[src/rtl/vend_pkg.sv]
// Shared definitions for the vending-machine sequencer.
//   - coin-type encodings and coin values (1/5/10)
//   - FSM state constants (IDLE/VEND/CHANGE)
//   - credit width and the item price lookup helper
package vend_pkg;

    localparam int CW = 5;

    localparam logic [1:0] COIN_1   = 2'b00;
    localparam logic [1:0] COIN_5   = 2'b01;
    localparam logic [1:0] COIN_10  = 2'b10;
    localparam logic [1:0] COIN_BAD = 2'b11;

    localparam logic [CW-1:0] VAL_1  = 5'd1;
    localparam logic [CW-1:0] VAL_5  = 5'd5;
    localparam logic [CW-1:0] VAL_10 = 5'd10;

    localparam logic [1:0] ST_IDLE   = 2'd0;
    localparam logic [1:0] ST_VEND   = 2'd1;
    localparam logic [1:0] ST_CHANGE = 2'd2;

    // Value of an encoded coin; the invalid code maps to 0.
    function automatic logic [CW-1:0] coin_value(input logic [1:0] t);
        case (t)
            COIN_1:  return VAL_1;
            COIN_5:  return VAL_5;
            COIN_10: return VAL_10;
            default: return '0;
        endcase
    endfunction

    // Price table is packed item3..item0, CW bits per item.
    function automatic logic [CW-1:0] item_price(input logic [1:0] item,
                                                 input logic [4*CW-1:0] tbl);
        return tbl[item*CW +: CW];
    endfunction

endpackage

[src/rtl/vend_chg_disp.sv]
// Change dispenser: greedy 10/5/1 coin selection over a valid/ready handshake.
// Purely combinational; the owning FSM holds the credit register.
// Ports:
//   active      in  1   FSM is in CHANGE
//   credit      in  CW  remaining change
//   chg_ready   in  1   dispenser accepts offered coin
//   chg_valid   out 1   coin offered
//   chg_type    out 2   offered coin encoding
//   take        out 1   handshake completes this cycle
//   credit_next out CW  credit after removing the offered coin
//   done        out 1   handshake empties the credit
module vend_chg_disp
    import vend_pkg::*;
(
    input  logic          active,
    input  logic [CW-1:0] credit,
    input  logic          chg_ready,
    output logic          chg_valid,
    output logic [1:0]    chg_type,
    output logic          take,
    output logic [CW-1:0] credit_next,
    output logic          done
);

    // Type depends only on credit, which only moves on a handshake,
    // so the offer stays stable while the dispenser stalls.
    always_comb begin
        chg_type = COIN_1;
        if (credit >= VAL_10)     chg_type = COIN_10;
        else if (credit >= VAL_5) chg_type = COIN_5;
    end

    assign chg_valid   = active;
    assign take        = active && chg_ready;
    assign credit_next = credit - coin_value(chg_type);
    assign done        = take && (credit_next == '0);

endmodule

[src/rtl/vend_ctrl.sv]
// Vending-machine sequencer top: coin accumulation, price check, vend strobe,
// then greedy change return through vend_chg_disp.
// Optional feature: define VEND_TIMEOUT_EN for auto-refund after
// TIMEOUT_CYCLES idle cycles with credit held.
// Ports:
//   clk_i, rst_i (async, active-high)
//   coin_valid_i/coin_type_i -> coin_reject_o
//   sel_valid_i/sel_item_i, cancel_i -> deny_o, vend_o, vend_item_o
//   chg_valid_o/chg_type_o <- chg_ready_i
//   credit_o, busy_o
module vend_ctrl
    import vend_pkg::*;
#(
    parameter int MAX_CREDIT     = 31,
    parameter int PRICE0         = 7,
    parameter int PRICE1         = 12,
    parameter int PRICE2         = 15,
    parameter int PRICE3         = 20,
    parameter int TIMEOUT_CYCLES = 1000
) (
    input  logic          clk_i,
    input  logic          rst_i,
    input  logic          coin_valid_i,
    input  logic [1:0]    coin_type_i,
    output logic          coin_reject_o,
    input  logic          sel_valid_i,
    input  logic [1:0]    sel_item_i,
    input  logic          cancel_i,
    output logic          deny_o,
    output logic          vend_o,
    output logic [1:0]    vend_item_o,
    output logic          chg_valid_o,
    output logic [1:0]    chg_type_o,
    input  logic          chg_ready_i,
    output logic [CW-1:0] credit_o,
    output logic          busy_o
);

    localparam logic [4*CW-1:0] PRICES = {CW'(PRICE3), CW'(PRICE2), CW'(PRICE1), CW'(PRICE0)};

    logic [1:0]    state;
    logic [CW-1:0] credit;
    logic          take, done;
    logic [CW-1:0] credit_dec;

    vend_chg_disp u_disp (
        .active      (state == ST_CHANGE),
        .credit      (credit),
        .chg_ready   (chg_ready_i),
        .chg_valid   (chg_valid_o),
        .chg_type    (chg_type_o),
        .take        (take),
        .credit_next (credit_dec),
        .done        (done)
    );

    // A cancel with nothing to refund is not an event, so it does not
    // block a select or coin in the same cycle.
    logic          cancel_ev;
    logic [CW-1:0] price;
    logic          sel_ok;
    logic [CW:0]   coin_sum;
    logic          coin_ok;
    logic          timeout_go;

    assign cancel_ev = cancel_i && (credit != '0);
    assign price     = item_price(sel_item_i, PRICES);
    assign sel_ok    = credit >= price;
    // One bit wider so an overflowing sum is seen rather than wrapped.
    assign coin_sum  = {1'b0, credit} + {1'b0, coin_value(coin_type_i)};
    assign coin_ok   = (coin_type_i != COIN_BAD) && (coin_sum <= (CW+1)'(MAX_CREDIT));

`ifdef VEND_TIMEOUT_EN
    localparam int TW = $clog2(TIMEOUT_CYCLES + 1);
    logic [TW-1:0] to_cnt;
    logic          idle_ev;

    assign idle_ev    = cancel_ev || sel_valid_i || coin_valid_i;
    assign timeout_go = (state == ST_IDLE) && (credit != '0) && !idle_ev
                        && (to_cnt == TW'(TIMEOUT_CYCLES - 1));

    always_ff @(posedge clk_i or posedge rst_i) begin
        if (rst_i)
            to_cnt <= '0;
        else if (state != ST_IDLE || credit == '0 || idle_ev || timeout_go)
            to_cnt <= '0;
        else
            to_cnt <= to_cnt + 1'b1;
    end
`else
    logic unused_timeout;
    assign unused_timeout = ^TIMEOUT_CYCLES;
    assign timeout_go     = 1'b0;
`endif

    always_ff @(posedge clk_i or posedge rst_i) begin
        if (rst_i) begin
            state         <= ST_IDLE;
            credit        <= '0;
            coin_reject_o <= 1'b0;
            deny_o        <= 1'b0;
            vend_o        <= 1'b0;
            vend_item_o   <= '0;
        end else begin
            coin_reject_o <= 1'b0;
            deny_o        <= 1'b0;
            vend_o        <= 1'b0;
            vend_item_o   <= '0;
            case (state)
                ST_IDLE: begin
                    if (cancel_ev) begin
                        state         <= ST_CHANGE;
                        coin_reject_o <= coin_valid_i;
                    end else if (sel_valid_i) begin
                        coin_reject_o <= coin_valid_i;
                        if (sel_ok) begin
                            credit      <= credit - price;
                            state       <= ST_VEND;
                            vend_o      <= 1'b1;
                            vend_item_o <= sel_item_i;
                        end else begin
                            deny_o <= 1'b1;
                        end
                    end else if (coin_valid_i) begin
                        if (coin_ok) credit        <= coin_sum[CW-1:0];
                        else         coin_reject_o <= 1'b1;
                    end else if (timeout_go) begin
                        state <= ST_CHANGE;
                    end
                end
                ST_VEND: begin
                    coin_reject_o <= coin_valid_i;
                    state         <= (credit != '0) ? ST_CHANGE : ST_IDLE;
                end
                ST_CHANGE: begin
                    coin_reject_o <= coin_valid_i;
                    if (take) credit <= credit_dec;
                    if (done) state  <= ST_IDLE;
                end
                default: state <= ST_IDLE;
            endcase
        end
    end

    assign credit_o = credit;
    assign busy_o   = (state == ST_VEND) || (state == ST_CHANGE);

endmodule

[config.mk]
export PLATFORM = sky130hd
export DESIGN_NAME = vend_ctrl
export DESIGN_NICKNAME = d
export VERILOG_FILES = /design/src/rtl/vend_pkg.sv /design/src/rtl/vend_chg_disp.sv /design/src/rtl/vend_ctrl.sv
export SDC_FILE = /design/constraint.sdc
export NUM_CORES = 1
export LEC_CHECK = 0
export ABC_AREA = 1
export CAP_MARGIN = 25
export CELL_PAD_IN_SITES_DETAIL_PLACEMENT = 0
export CELL_PAD_IN_SITES_GLOBAL_PLACEMENT = 2
export CORE_MARGIN = 2
export CORE_UTILIZATION = 27
export CTS_BUF_LIST = sky130_fd_sc_hd__clkbuf_8
export DETAILED_ROUTE_END_ITERATION = 7
export MAX_ROUTING_LAYER = met4
export PLACE_DENSITY_LB_ADDON = 0.1
export SYNTH_ARGS = -nofsm -noshare
export SYNTH_HDL_FRONTEND = slang
export SYNTH_SLANG_ARGS = --single-unit
[constraint.sdc]
create_clock -name clk_i -period 2.2 [get_ports clk_i]
set_input_delay 0.33 -clock clk_i [delete_from_list [all_inputs] [get_ports clk_i]]
set_output_delay 0.33 -clock clk_i [all_outputs]
set_load 0.01 [all_outputs]
== After elaboration in Yosys (flattened, before gate mapping) ==
Index checks and enable logic that the tools add are counted.
Operators by class
  mux-type cells: 34
  reduce and logical (&&, ||, !) cells: 14
  equality and inequality tests: 15
  magnitude comparators: 4
  multipliers: 1
  $add $sub $neg: 3
  shift-type cells: 1
Operators by type and width (count)
  $mux 5: 6
  $pmux 4 s3: 2
  $mux 2: 10
  $shiftx 20x6->5 const A: 1
  $ne 3x3->1 const B: 5
  $mux 1: 13
  $pmux 5 s2: 1
  $ne 2x2->1 const B: 4
  $add 5x5->6: 1
  $eq 2x1->1 const B: 3
  $eq 2x2->1 const B: 3
  $le 6x5->1 const B: 1
  $logic_not 2->1: 3
  $pmux 2 s3: 1
  $reduce_and 6->1: 1
  $ge 5x3->1 const B: 1
  $ge 5x4->1 const B: 1
  $ge 5x5->1: 1
  $logic_not 5->1: 1
  $mul 2x3->5 const B: 1
  $reduce_bool 5->1: 1
  $sub 5x4->5: 1
  $sub 5x5->5: 1
  $logic_and 1x1->1: 4
  other kinds (5): 5
Storage, ports and cells
  logic and storage cells: 78
  input port bits: 10
  register bits: 12
  output and inout port bits: 14

== Depth between registers and ports, before layout ==
  depth after elaboration: 10
  mapped depth: 16
  depth with buffers taken out: 16

== Hierarchy ==
Synthesis repeated with hierarchy kept, for this count alone.
Second synthesis, totals
  cells, all modules: 208
  area, all modules: 1436.4 sq um
Modules (own cells, without submodules)
  vend_ctrl: cells each 163, area each 1181.1 sq um, seq. area each 300.3 sq um, instances 1
  vend_chg_disp: cells each 45, area each 255.2 sq um, seq. area each 0.0 sq um, instances 1

== Least setup slack after synthesis ==
Ideal clock, no wire load.
  path kind: register to register
  start: register credit[1], in the netlist credit_o[1]
  end: register state[0]
  setup time: 0.117 ns
  data arrival time: 2.285 ns
  cell stages (with the launch flop): 15
  setup slack: -0.203 ns
  period minus slack after synthesis: 2.403 ns
  required time: 2.083 ns
  buffers on the path: 0
  path through: dfrtp_1 nor2_1 a21oi_1 inv_1 ha_1 inv_1 fa_1 nor2_1 nand2_1 nor2_1 nand3_1 nand2_1 nand3_1 nand2_1 nand2_1
Between the ends
  elaborated cells between the ends (all ways): 20
  classes of those cells: 1 x add/sub; 3 x order compare; 5 x eq/ne; 5 x mux; 6 x reduce/logical
RTL lines
  start: declaration: RTL line vend_ctrl.sv:42  | logic [CW-1:0] credit;
  start signal: assignment: RTL line vend_ctrl.sv:117  | credit <= credit - price;
  start signal: assignment: RTL line vend_ctrl.sv:125  | if (coin_ok) credit <= coin_sum[CW-1:0];
  start signal: assignment: RTL line vend_ctrl.sv:137  | if (take) credit <= credit_dec;
  $ge 5x4->1 *: RTL line vend_chg_disp.sv:29  | if (credit >= VAL_10) chg_type = COIN_10;
  $mux 2 *: RTL line vend_chg_disp.sv:29
  named net chg_type_o[1]: RTL line vend_ctrl.sv:33  | output logic [1:0] chg_type_o,
  $eq 2x2->1, or another cell as far along: RTL line vend_pkg.sv:24  | case (t)
  $pmux 4 s3 *: RTL line vend_pkg.sv:24
  $sub 5x4->5 *: RTL line vend_chg_disp.sv:35  | assign credit_next = credit - coin_value(chg_type);
  $logic_not 5->1 *: RTL line vend_chg_disp.sv:36  | assign done = take && (credit_next == '0);
  $logic_and 1x1->1 *: RTL line vend_chg_disp.sv:36
  $ne 2x2->1 (no source line) *
  $reduce_and 3->1 (no source line) *
  end signal: assignment: RTL line vend_ctrl.sv:133  | state <= (credit != '0) ? ST_CHANGE : ST_IDLE;
  end: declaration: RTL line vend_ctrl.sv:41  | logic [1:0] state;
The timed path passes the listed nets; every way through them passes the cells marked *.
A chain may end at the register's enable or synchronous reset.

== Worst setup path after layout ==
  start: register credit[4], in the netlist credit_o[4]
  end: register state[0]
Between the ends
  word-level cells in the longest chain between the ends: 10
  elaborated cells between the ends (all ways): 20
  classes of those cells: 1 x add/sub; 3 x order compare; 5 x eq/ne; 5 x mux; 6 x reduce/logical
Ends and longest elaborated chain
  $ge 5x3->1: RTL line vend_chg_disp.sv:30  | else if (credit >= VAL_5) chg_type = COIN_5;
  $mux 1: RTL line vend_chg_disp.sv:30
  $mux 2: RTL line vend_chg_disp.sv:29
  $eq 2x2->1, or another cell as far along: RTL line vend_pkg.sv:24
  $pmux 4 s3: RTL line vend_pkg.sv:24
  $sub 5x4->5: RTL line vend_chg_disp.sv:35
  $logic_not 5->1: RTL line vend_chg_disp.sv:36
  $logic_and 1x1->1: RTL line vend_chg_disp.sv:36
  $ne 2x2->1 (no source line)
  $reduce_and 3->1 (no source line)
Several ways; a longest one is shown, not always the timed one.

==> metrics.txt <==
largest net degree at the start of global routing=13; Bufs and invs on worst path=3; Compound-Gate Fraction of Synth Area=roughly 6.2%; Ys Warns=0; mux share of post-synthesis cell area=less than 1%; TritonCTS buffer count=3; final setup vio count=0; status=finished clean; Min-Delay Path Class=in -> async; register area share after synthesis=between 20% and 30%; CP Class=reg -> reg; wire per inst=approximately 12 um; XOR/XNOR Fraction of Synth Area=under 10%; clock slew seen by the registers of the worst setup and hold paths=about 0.060 ns; Post-Syn Nets=around 240; ANT nets after route=0; period utilisation layout=between 90% and 100%; Avg Cell Area, Syn=6.76 um2; antenna violations before repair=0; n_diodes=0; Sw Share=about 48%; port bufs=23; reg2reg setup slack=roughly 0.024 ns; top_reg_cell synth=dfrtp_1; Layout Nets=around 290; Initial DRT Pass Iterations=4; Clock Latency Late Sink=between 0.2 and 0.25 ns; Worst setup EP type=flop; Rel. slew slack=about two thirds; pwr/cell area=roughly 1600 mW/mm2; final-report hold violation count=0; # hold bufs at CTS=0; R2R depth=14; worst path cell trace=inv_2 -> a21oi_4 -> inv_2 -> ha_4 -> inv_2 -> fa_1 -> nor2_1 -> nand2_1 -> nor2_1 -> nand3_1 -> nand2_2 -> nand3_2 -> nand2_1 -> nand2_1; Placement Cell Area=0.00193 mm2; Slew Viols, Final=0; Post-synth EDFFs=0; R2R Path Start=credit_o[4]; Reg power frac=12.4%; Peak Freq=between 400 and 500 MHz; die area=0.00583 mm2; ys async rst share=100%; vias in the first global route=approximately 1.5k; CTS Sinks=12; Adder-Cell Fraction of Synth Area=between 20% and 30%; # H-tree levels=1; global-route wire length before repair=~6800 um; Die Wd=76.4 um; core area=0.00507 mm2; CP top delay family=simple AND/OR/NAND/NOR gates; Total GRT Usage=between 10 and 15%; P_sw=around 1500 uW; worst r2r dst=state[0]; final instance area=about 0.0020 mm2; initial DRC count=48; Max Cap Viol=0; Post-DP HPWL=between 3000 and 4000 um; Root Buffer=clkbuf_8; number of I/O pins=24; VDD IR-drop max=between 0.0008 and 0.0009 V; critical path's slowest cell=fa_1; Yosys reg bits=12; Critical Path RT=between 2 and 2.5 ns; Clk pwr share=7.5%; fill cell count=approximately 550; crit path time final=2.18 ns; Vias/cell=4.37; CTS max path bufs=2; Initial Util=between 20% and 30%; total gr overflow=0; GPL Wtd Cong=roughly 0.86; Critical Path AT=roughly 2.3 ns; Levels on crit path=14; Layout Skew=between 0.005 and 0.006 ns; area delta synth->final=43.5%; CP max FO=4; Die Ht=approximately 76 um; gate count after technology mapping=~210; total power=between 3000 and 4000 uW; Post-Route WL=between 4000 and 5000 um; Syn Std Cell Area=around 0.0014 mm2; row count=26; Internal=1680 uW; Gate power share=80.0%; RSZ-0062 raised after global routing=yes; most frequent cells in the layout=nand2_1 (62), inv_1 (34), buf_4 (27), clkdlybuf4s50_1 (21), ha_1 (18); slowest stage delay, CP=0.43 ns; via count=about 1.4k; layout cells sized above 1=a little under a quarter; unique cell type count in the Yosys netlist=26; Simple-Gate Fraction of Synth Area=between 30% and 40%; largest family of logic cells by synthesized area=simple AND/OR/NAND/NOR gates; CTS tree=yes; most common cell after layout, fill and taps aside=nand2_1; startpoint types=flop; worst hold margin=~0.4 ns; Static Leak=approximately 0.0011 uW; Slew @ Worst Pin=0.491 ns; DRC viols=0
## worst max path at each step
stage	startpoint	end	slack, ns
6_report	credit_o[4]	state[0]	0.02
5_1_grt	credit_o[4]	state[0]	-0.11
4_1_cts	credit_o[4]	state[0]	0.003
3_5_place_dp	sel_item_i[0]	credit_o[1]	-0.40
3_3_place_gp	sel_item_i[0]	credit_o[1]	-0.37
2_1_floorplan	credit_o[2]	state[0]	0.002
## state kept, by name, summed over array words and instances (netlist names)
signal         cells
vend_item_o        2
credit_o           5
vend_o             1
deny_o             1
coin_reject_o      1
state              2
## logic make-up after synthesis
kind of cell | after synthesis
xor+xnor | 3
buf+inv | 44
compound gates | 17
fa+ha+maj | 22
simple gates | 110
flops | 12
mux | 1
## cells in the mapped netlist, drive strengths merged (2+ instances only)
library cell  count  area [um2]
nand2            67         272
inv              40         150
ha               19         238
nand3            19         110
nor2             17        81.3
dfrtp            12         300
a21oi             9        45.0
o21ai             7        35.0
fa                3        60.1
nand3b            3        22.5
nand4             3        18.8
xor2              3        26.3
buf               2        18.8
## layer usage
layer  track usage [%]  vias up  part of all wire, %
li1                  -      750                    -
met1              18.9      662                   48
met2              25.2       26                   47
met3              2.73        4                  3.3
met4              2.18        0                 0.72
met5                 -        -                    0
## final cells by class
type | count | area (um2) | area share, %
repair buffers | 50 | 430 | 21.2
clock buffers | 4 | 55.1 | 2.71
inverters | 41 | 159 | 7.83
flip-flops and latches | 12 | 305 | 15.1
well taps | 70 | 87.6 | 4.32
multi-input cells | 153 | 991 | 48.9
## power by group through the flow
stage	combinational (uW)	sequential [uW]	clock (uW)
2_1_floorplan	1410	439	0
4_1_cts	2510	395	248
3_5_place_dp	2480	393	0
6_report	2570	399	242
3_3_place_gp	2460	392	0
5_1_grt	2870	413	263
## what timing repair did
action	in CTS	in global routing
endpoints found under the setup margin	6	7
resized for setup	10	8
pin swaps	1	4
setup buffers	1	0
## through the flow
stage                     cells  setup TNS (ns)  setup WS (ns)  util (%)
after global routing        330          -0.236         -0.108      40.0
after global placement      325           -1.82         -0.367      38.0
after CTS                   330               0        0.00305      39.3
after floorplan             209               0        0.00183         -
final                       330               0         0.0238      40.0
after detailed placement    325           -2.53         -0.398      38.0
(Power assumes the default switching activity.)
